==> src/rtl/riscv_pkg.sv <==
// Shared RV32I opcode, sequencer state and datapath select encodings for the
// multi-cycle control path.
package riscv_pkg;

   typedef enum logic [6:0] {
      OP_R     = 7'b0110011,
      OP_I     = 7'b0010011,
      OP_LOAD  = 7'b0000011,
      OP_S     = 7'b0100011,
      OP_B     = 7'b1100011,
      OP_JAL   = 7'b1101111,
      OP_JALR  = 7'b1100111,
      OP_LUI   = 7'b0110111,
      OP_AUIPC = 7'b0010111
   } instruction_type;

   typedef enum logic [2:0] {
      S_IDLE, S_FETCH, S_DECODE, S_EXECUTE, S_MEM, S_BRANCH, S_WRITEBACK, S_ERROR
   } state_t;

   typedef enum logic [3:0] {
      CLS_R, CLS_I, CLS_LOAD, CLS_S, CLS_B, CLS_JAL, CLS_JALR, CLS_LUI, CLS_AUIPC, CLS_BAD
   } op_class_t;

   localparam logic [1:0] PC_SEL_PC4    = 2'd0;
   localparam logic [1:0] PC_SEL_ALUOUT = 2'd1;
   localparam logic [1:0] PC_SEL_ALU    = 2'd2;

   localparam logic [1:0] WB_SEL_ALUOUT = 2'd0;
   localparam logic [1:0] WB_SEL_MEM    = 2'd1;
   localparam logic [1:0] WB_SEL_PC4    = 2'd2;
   localparam logic [1:0] WB_SEL_IMM    = 2'd3;

   localparam logic [1:0] ALU_A_RS1 = 2'd0;
   localparam logic [1:0] ALU_A_PC  = 2'd1;
   localparam logic [1:0] ALU_B_RS2 = 2'd0;
   localparam logic [1:0] ALU_B_IMM = 2'd1;

   function automatic op_class_t classify(input logic [6:0] op);
      case (op)
         OP_R:     return CLS_R;
         OP_I:     return CLS_I;
         OP_LOAD:  return CLS_LOAD;
         OP_S:     return CLS_S;
         OP_B:     return CLS_B;
         OP_JAL:   return CLS_JAL;
         OP_JALR:  return CLS_JALR;
         OP_LUI:   return CLS_LUI;
         OP_AUIPC: return CLS_AUIPC;
         default:  return CLS_BAD;
      endcase
   endfunction

endpackage

==> src/rtl/mem_wait_timer.sv <==
// Counts cycles a memory request has been waiting and flags the cycle on which
// the wait budget runs out without a response.
module mem_wait_timer #(
   parameter int MEM_TIMEOUT = 255
) (
   input  logic clk,
   input  logic reset,
   input  logic active_i,
   input  logic ready_i,
   output logic expired_o
);

   localparam int CNT_W = $clog2(MEM_TIMEOUT + 1);
   localparam logic [CNT_W-1:0] LAST = CNT_W'(MEM_TIMEOUT - 1);

   logic [CNT_W-1:0] cnt_q, cnt_d;

   // A response on the final budget cycle still counts, so ready masks expiry.
   assign expired_o = active_i && !ready_i && (cnt_q == LAST);

   always_comb begin
      cnt_d = '0;
      if (active_i && !ready_i) cnt_d = cnt_q + CNT_W'(1);
   end

   always_ff @(posedge clk) begin
      if (reset) cnt_q <= '0;
      else       cnt_q <= cnt_d;
   end

endmodule

==> src/rtl/alu_sequencer_fsm.sv <==
// Multi-cycle RV32I control FSM: steps each instruction through fetch, decode,
// execute, memory and writeback, steering the shared ALU and memory port.
module alu_sequencer_fsm
   import riscv_pkg::*;
#(
   parameter int MEM_TIMEOUT = 255
) (
   input  logic        clk,
   input  logic        reset,
   input  logic [6:0]  op_code,
   input  logic [31:0] alu_result,
   input  logic        mem_ready,
   output logic        mem_req,
   output logic        mem_we,
   output logic        ir_write,
   output logic        alu_out_we,
   output logic        rf_write,
   output logic        pc_write,
   output logic [1:0]  pc_sel,
   output logic [1:0]  alu_a_sel,
   output logic [1:0]  alu_b_sel,
   output logic [6:0]  alu_op,
   output logic [1:0]  wb_sel,
   output logic        retire,
   output logic        error
);

   state_t    state_q, state_d;
   op_class_t cls_q, cls_d;
   logic      taken_q, taken_d;
   logic      wait_active, expired;

   assign wait_active = (state_q == S_FETCH) || (state_q == S_MEM);

   mem_wait_timer #(.MEM_TIMEOUT(MEM_TIMEOUT)) u_wait_timer (
      .clk       (clk),
      .reset     (reset),
      .active_i  (wait_active),
      .ready_i   (mem_ready),
      .expired_o (expired)
   );

   always_ff @(posedge clk) begin
      if (reset) begin
         state_q <= S_IDLE;
         cls_q   <= CLS_BAD;
         taken_q <= 1'b0;
      end else begin
         state_q <= state_d;
         cls_q   <= cls_d;
         taken_q <= taken_d;
      end
   end

   always_comb begin
      state_d = state_q;
      cls_d   = cls_q;
      taken_d = taken_q;
      case (state_q)
         S_IDLE:   state_d = S_FETCH;
         S_FETCH: begin
            if (mem_ready)    state_d = S_DECODE;
            else if (expired) state_d = S_ERROR;
         end
         S_DECODE: begin
            cls_d   = classify(op_code);
            state_d = (classify(op_code) == CLS_BAD) ? S_ERROR : S_EXECUTE;
         end
         S_EXECUTE: begin
            case (cls_q)
               CLS_LOAD, CLS_S: state_d = S_MEM;
               CLS_B: begin
                  taken_d = |alu_result;
                  state_d = S_BRANCH;
               end
               default: state_d = S_WRITEBACK;
            endcase
         end
         S_MEM: begin
            if (mem_ready)    state_d = (cls_q == CLS_S) ? S_FETCH : S_WRITEBACK;
            else if (expired) state_d = S_ERROR;
         end
         S_BRANCH, S_WRITEBACK: state_d = S_FETCH;
         S_ERROR:  state_d = S_ERROR;
         default:  state_d = S_ERROR;
      endcase
   end

   always_comb begin
      mem_req    = 1'b0;
      mem_we     = 1'b0;
      ir_write   = 1'b0;
      alu_out_we = 1'b0;
      rf_write   = 1'b0;
      pc_write   = 1'b0;
      pc_sel     = PC_SEL_PC4;
      alu_a_sel  = ALU_A_RS1;
      alu_b_sel  = ALU_B_RS2;
      alu_op     = 7'd0;
      wb_sel     = WB_SEL_ALUOUT;
      error      = 1'b0;
      case (state_q)
         S_FETCH: begin
            mem_req  = 1'b1;
            ir_write = mem_ready;
         end
         S_EXECUTE: begin
            alu_op     = op_code;
            alu_out_we = 1'b1;
            case (cls_q)
               CLS_I, CLS_LOAD, CLS_S, CLS_JALR: alu_b_sel = ALU_B_IMM;
               CLS_JAL, CLS_AUIPC: begin
                  alu_a_sel = ALU_A_PC;
                  alu_b_sel = ALU_B_IMM;
               end
               default: ;
            endcase
         end
         S_MEM: begin
            mem_req  = 1'b1;
            mem_we   = (cls_q == CLS_S);
            pc_write = (cls_q == CLS_S) && mem_ready;
         end
         // Taken target is pc+imm straight off the ALU, not the compare result.
         S_BRANCH: begin
            alu_op    = OP_AUIPC;
            alu_a_sel = ALU_A_PC;
            alu_b_sel = ALU_B_IMM;
            pc_write  = 1'b1;
            pc_sel    = taken_q ? PC_SEL_ALU : PC_SEL_PC4;
         end
         S_WRITEBACK: begin
            rf_write = 1'b1;
            pc_write = 1'b1;
            case (cls_q)
               CLS_LOAD: wb_sel = WB_SEL_MEM;
               CLS_JAL, CLS_JALR: begin
                  wb_sel = WB_SEL_PC4;
                  pc_sel = PC_SEL_ALUOUT;
               end
               CLS_LUI:  wb_sel = WB_SEL_IMM;
               default:  wb_sel = WB_SEL_ALUOUT;
            endcase
         end
         S_ERROR: error = 1'b1;
         default: ;
      endcase
      retire = pc_write;
   end

endmodule
==> config.mk <==
export PLATFORM = sky130hd
export DESIGN_NAME = alu_sequencer_fsm
export DESIGN_NICKNAME = d
export VERILOG_FILES = /design/src/rtl/riscv_pkg.sv /design/src/rtl/mem_wait_timer.sv /design/src/rtl/alu_sequencer_fsm.sv
export SDC_FILE = /design/constraint.sdc
export NUM_CORES = 1
export LEC_CHECK = 0
export ABC_AREA = 1
export CAP_MARGIN = 20
export CORE_MARGIN = 3
export CORE_UTILIZATION = 42
export CTS_CLUSTER_DIAMETER = 50
export CTS_CLUSTER_SIZE = 28
export DETAILED_ROUTE_END_ITERATION = 12
export HOLD_SLACK_MARGIN = 0.15
export PLACE_DENSITY = 0.87
export SLEW_MARGIN = 10
export SYNTH_ARGS = -nofsm -noshare
export SYNTH_HDL_FRONTEND = slang
export SYNTH_SLANG_ARGS = --single-unit
==> constraint.sdc <==
create_clock -name clk -period 2.43 [get_ports clk]
set_input_delay 0.6075 -clock clk [delete_from_list [all_inputs] [get_ports clk]]
set_output_delay 0.6075 -clock clk [all_outputs]
set_load 0.05 [all_outputs]
==> results.yml <==
outcome:
  status: "completed"
global_routing:
  antenna_found_initial: 0
  grt_util_met2_pct: 34.9
  overflow: 0
  grt_max_degree: 9
  grt_pass1_wl_mm: 5.33
  globalRouteMet3Util_pct: 2.98
  first_global_vias: 1429
  grtUsageTotal_pct: 18.4
  met1_usage_pct: 21.8
  grt-busiest-layer: "met2"
routing:
  wire_per_inst_um: 10.5
  wirelength_mm: 3.19
  via_count: 1507
  ant_nets: 0
  route.detailed.drc: 0
  dr.pass1.iters: 4
  via_per_inst: 4.97
  drt-initial-drc-count: 60
worst_setup_path:
  rr_startpoint: "state_q[2]"
  worst_setup_path_start_kind: "primary input"
  cp.required_ps: 1820
  arrival_ps: 1700
  startpoint: "op_code[4]"
  critPathKind: "in -> out"
  end_kind: "primary output"
  crit_fanout: 4
placement:
  post-place-ws_ps: 125
  numPortBuffers: 62
  dpl_cell_area_um2: 2060
  dp_hpwl_mm: 2.76
  place_congestion: 0.832
power:
  ir_drop_mv: 0.718
  p_leak_uw: 0.000919
  power_density_nw_per_um2: 752
  power_uw: 1570
layout:
  area_growth_pct: 67.7
  drive_gt1_share_pct: 16.9
  num_antenna_cells: 0
  fill_cells: 233
  fin_area_um2: 2080
  post-route-util_pct: 74.9
  nets: 318
floorplanning:
  die_h_um: 60.4
  die_w_um: 60.4
  fp.coreArea_um2: 2780
  io_pins: 65
  fp-row-count: 19
  initial_core_util_pct: 44.6
  die_area_um2: 3640
timing:
  fin_crit_sh_pct: 94.9
  period_needed_ps: 2310
  clock-skew-final_ps: 6.62
  report.final.slew_viol_count: 0
  setup_viol: 0
  finalSetupTns_ps: 0
  rsz0062_at_grt: "false"
  clock.fmax_ghz: 0.434
  fin_ws_ps: 124
  final-hold-violation-count: 0
synth:
  netlist_instances: 208
  synth_seq_area_share_pct: 25.8
  syn_area_um2: 1240
  synth_area_per_cell_um2: 5.97
  yosysWarnings: 0
  ys_ff_latch: 16
  synth_cell_types: 29
clock_tree:
  cts_tree: "done"
  hold_buffers: 0
  clk_transition_reported_paths_ps: 90
  cts_setup_buffers: 0
  cts_resized: 0
  cts_buffers: 3
  clockRootBuffer: "clkbuf_4"
  ctsLongestPathBuffers: 2
  htreeDepth: 1
  insertion_delay_ps: 290
  cts.sinks: 16
run:
  max_cap_violations: 0
hold_path:
  min-delay-start: "u_wait_timer.cnt_q[0]"
  hold_path.class: "reg -> reg"
## registers in the layout, indices dropped and copies added, names as in the netlist
signal,count
cls_q,4
state_q,3
taken_q,1
u_wait_timer.cnt_q,8
## layer usage
metal	part of all wire, %	vias to the layer above
li1	-	786
met1	42	659
met2	50	58
met3	7.5	4
met4	0.66	0
met5	0	-
## area by class of cell
cell class | instances | area [µm²] | share of cell area, %
repair buffers | 63 | 776 | 37.3
well taps | 31 | 38.8 | 1.86
multi-input cells | 161 | 813 | 39.1
inverters | 29 | 111 | 5.35
flip-flops and latches | 16 | 320 | 15.4
clock buffers | 3 | 22.5 | 1.08
## worst paths after layout
| check | to | cells past startpoint | slack, ps |
|---|---|---|---|
| worst max-delay path | alu_op[4] | 4 | 120 |
| worst min-delay path | u_wait_timer.cnt_q[0] | 1 | 480 |
| worst max register to register | state_q[0] | 8 | 990 |
| worst min register to register | u_wait_timer.cnt_q[0] | 1 | 480 |
## through the flow
step                instances  hold WS [ps]
floorplan                 209           430
global placement          300           444
detailed placement        300           465
CTS                       303           487
global route              303           509
finish                    303           479
## kinds of logic (layout without fill, tap and decap cells)
group / after synthesis / after routing / share of synthesized area [%]
compound gates: 22 / 22 / 10.5
buf+inv: 32 / 95 / 10.8
fa+ha+maj: 2 / 2 / 2.02
flops: 16 / 16 / 25.8
xor+xnor: 1 / 1 / 0.706
other cells: 1 / 2 / 0.302
simple gates: 134 / 134 / 49.9
## cells in the final DEF, fill, tap and decap left out, types with 3 or more instances in the layout
cell	instances
o21ai_0	8
buf_12	16
nand3_1	11
clkbuf_4	3
nor3_1	4
nand4_1	5
inv_1	26
clkdlybuf4s50_1	41
or2_2	3
nor2_1	49
o211ai_1	3
buf_4	6
dfxtp_1	16
nand2_1	46
a21oi_1	7
## power breakdown
part           leakage (µW)  internal [µW]  switching, µW  total [µW]
clock             0.0000138           57.6           81.8         139
combinational      0.000775            422            626        1050
sequential         0.000130            312           64.8         377
total              0.000919            792            773        1570
## critical path: stages
cell and delay [ps]:
clkdlybuf4s50_1 510, inv_1 90, o21ai_0 300, buf_12 180
## synth_stat cells, drive strengths merged
cell / number / area (µm²)
nand4: 5 / 31.3
and3: 1 / 6.26
a21oi: 9 / 48.8
dfxtp: 16 / 320
o21ai: 8 / 40.0
a31oi: 1 / 6.26
nor2: 51 / 194
inv: 27 / 101
nand3b: 2 / 15.0
nor3: 7 / 40.0
nand2: 50 / 208
or2: 4 / 25.0
clkinv: 2 / 10.0
conb: 1 / 3.75
o211ai: 3 / 22.5
xnor2: 1 / 8.76
nand3: 14 / 100
a211oi: 1 / 12.5
buf: 3 / 22.5
ha: 2 / 25.0
Power figures use the tool's default switching activity.
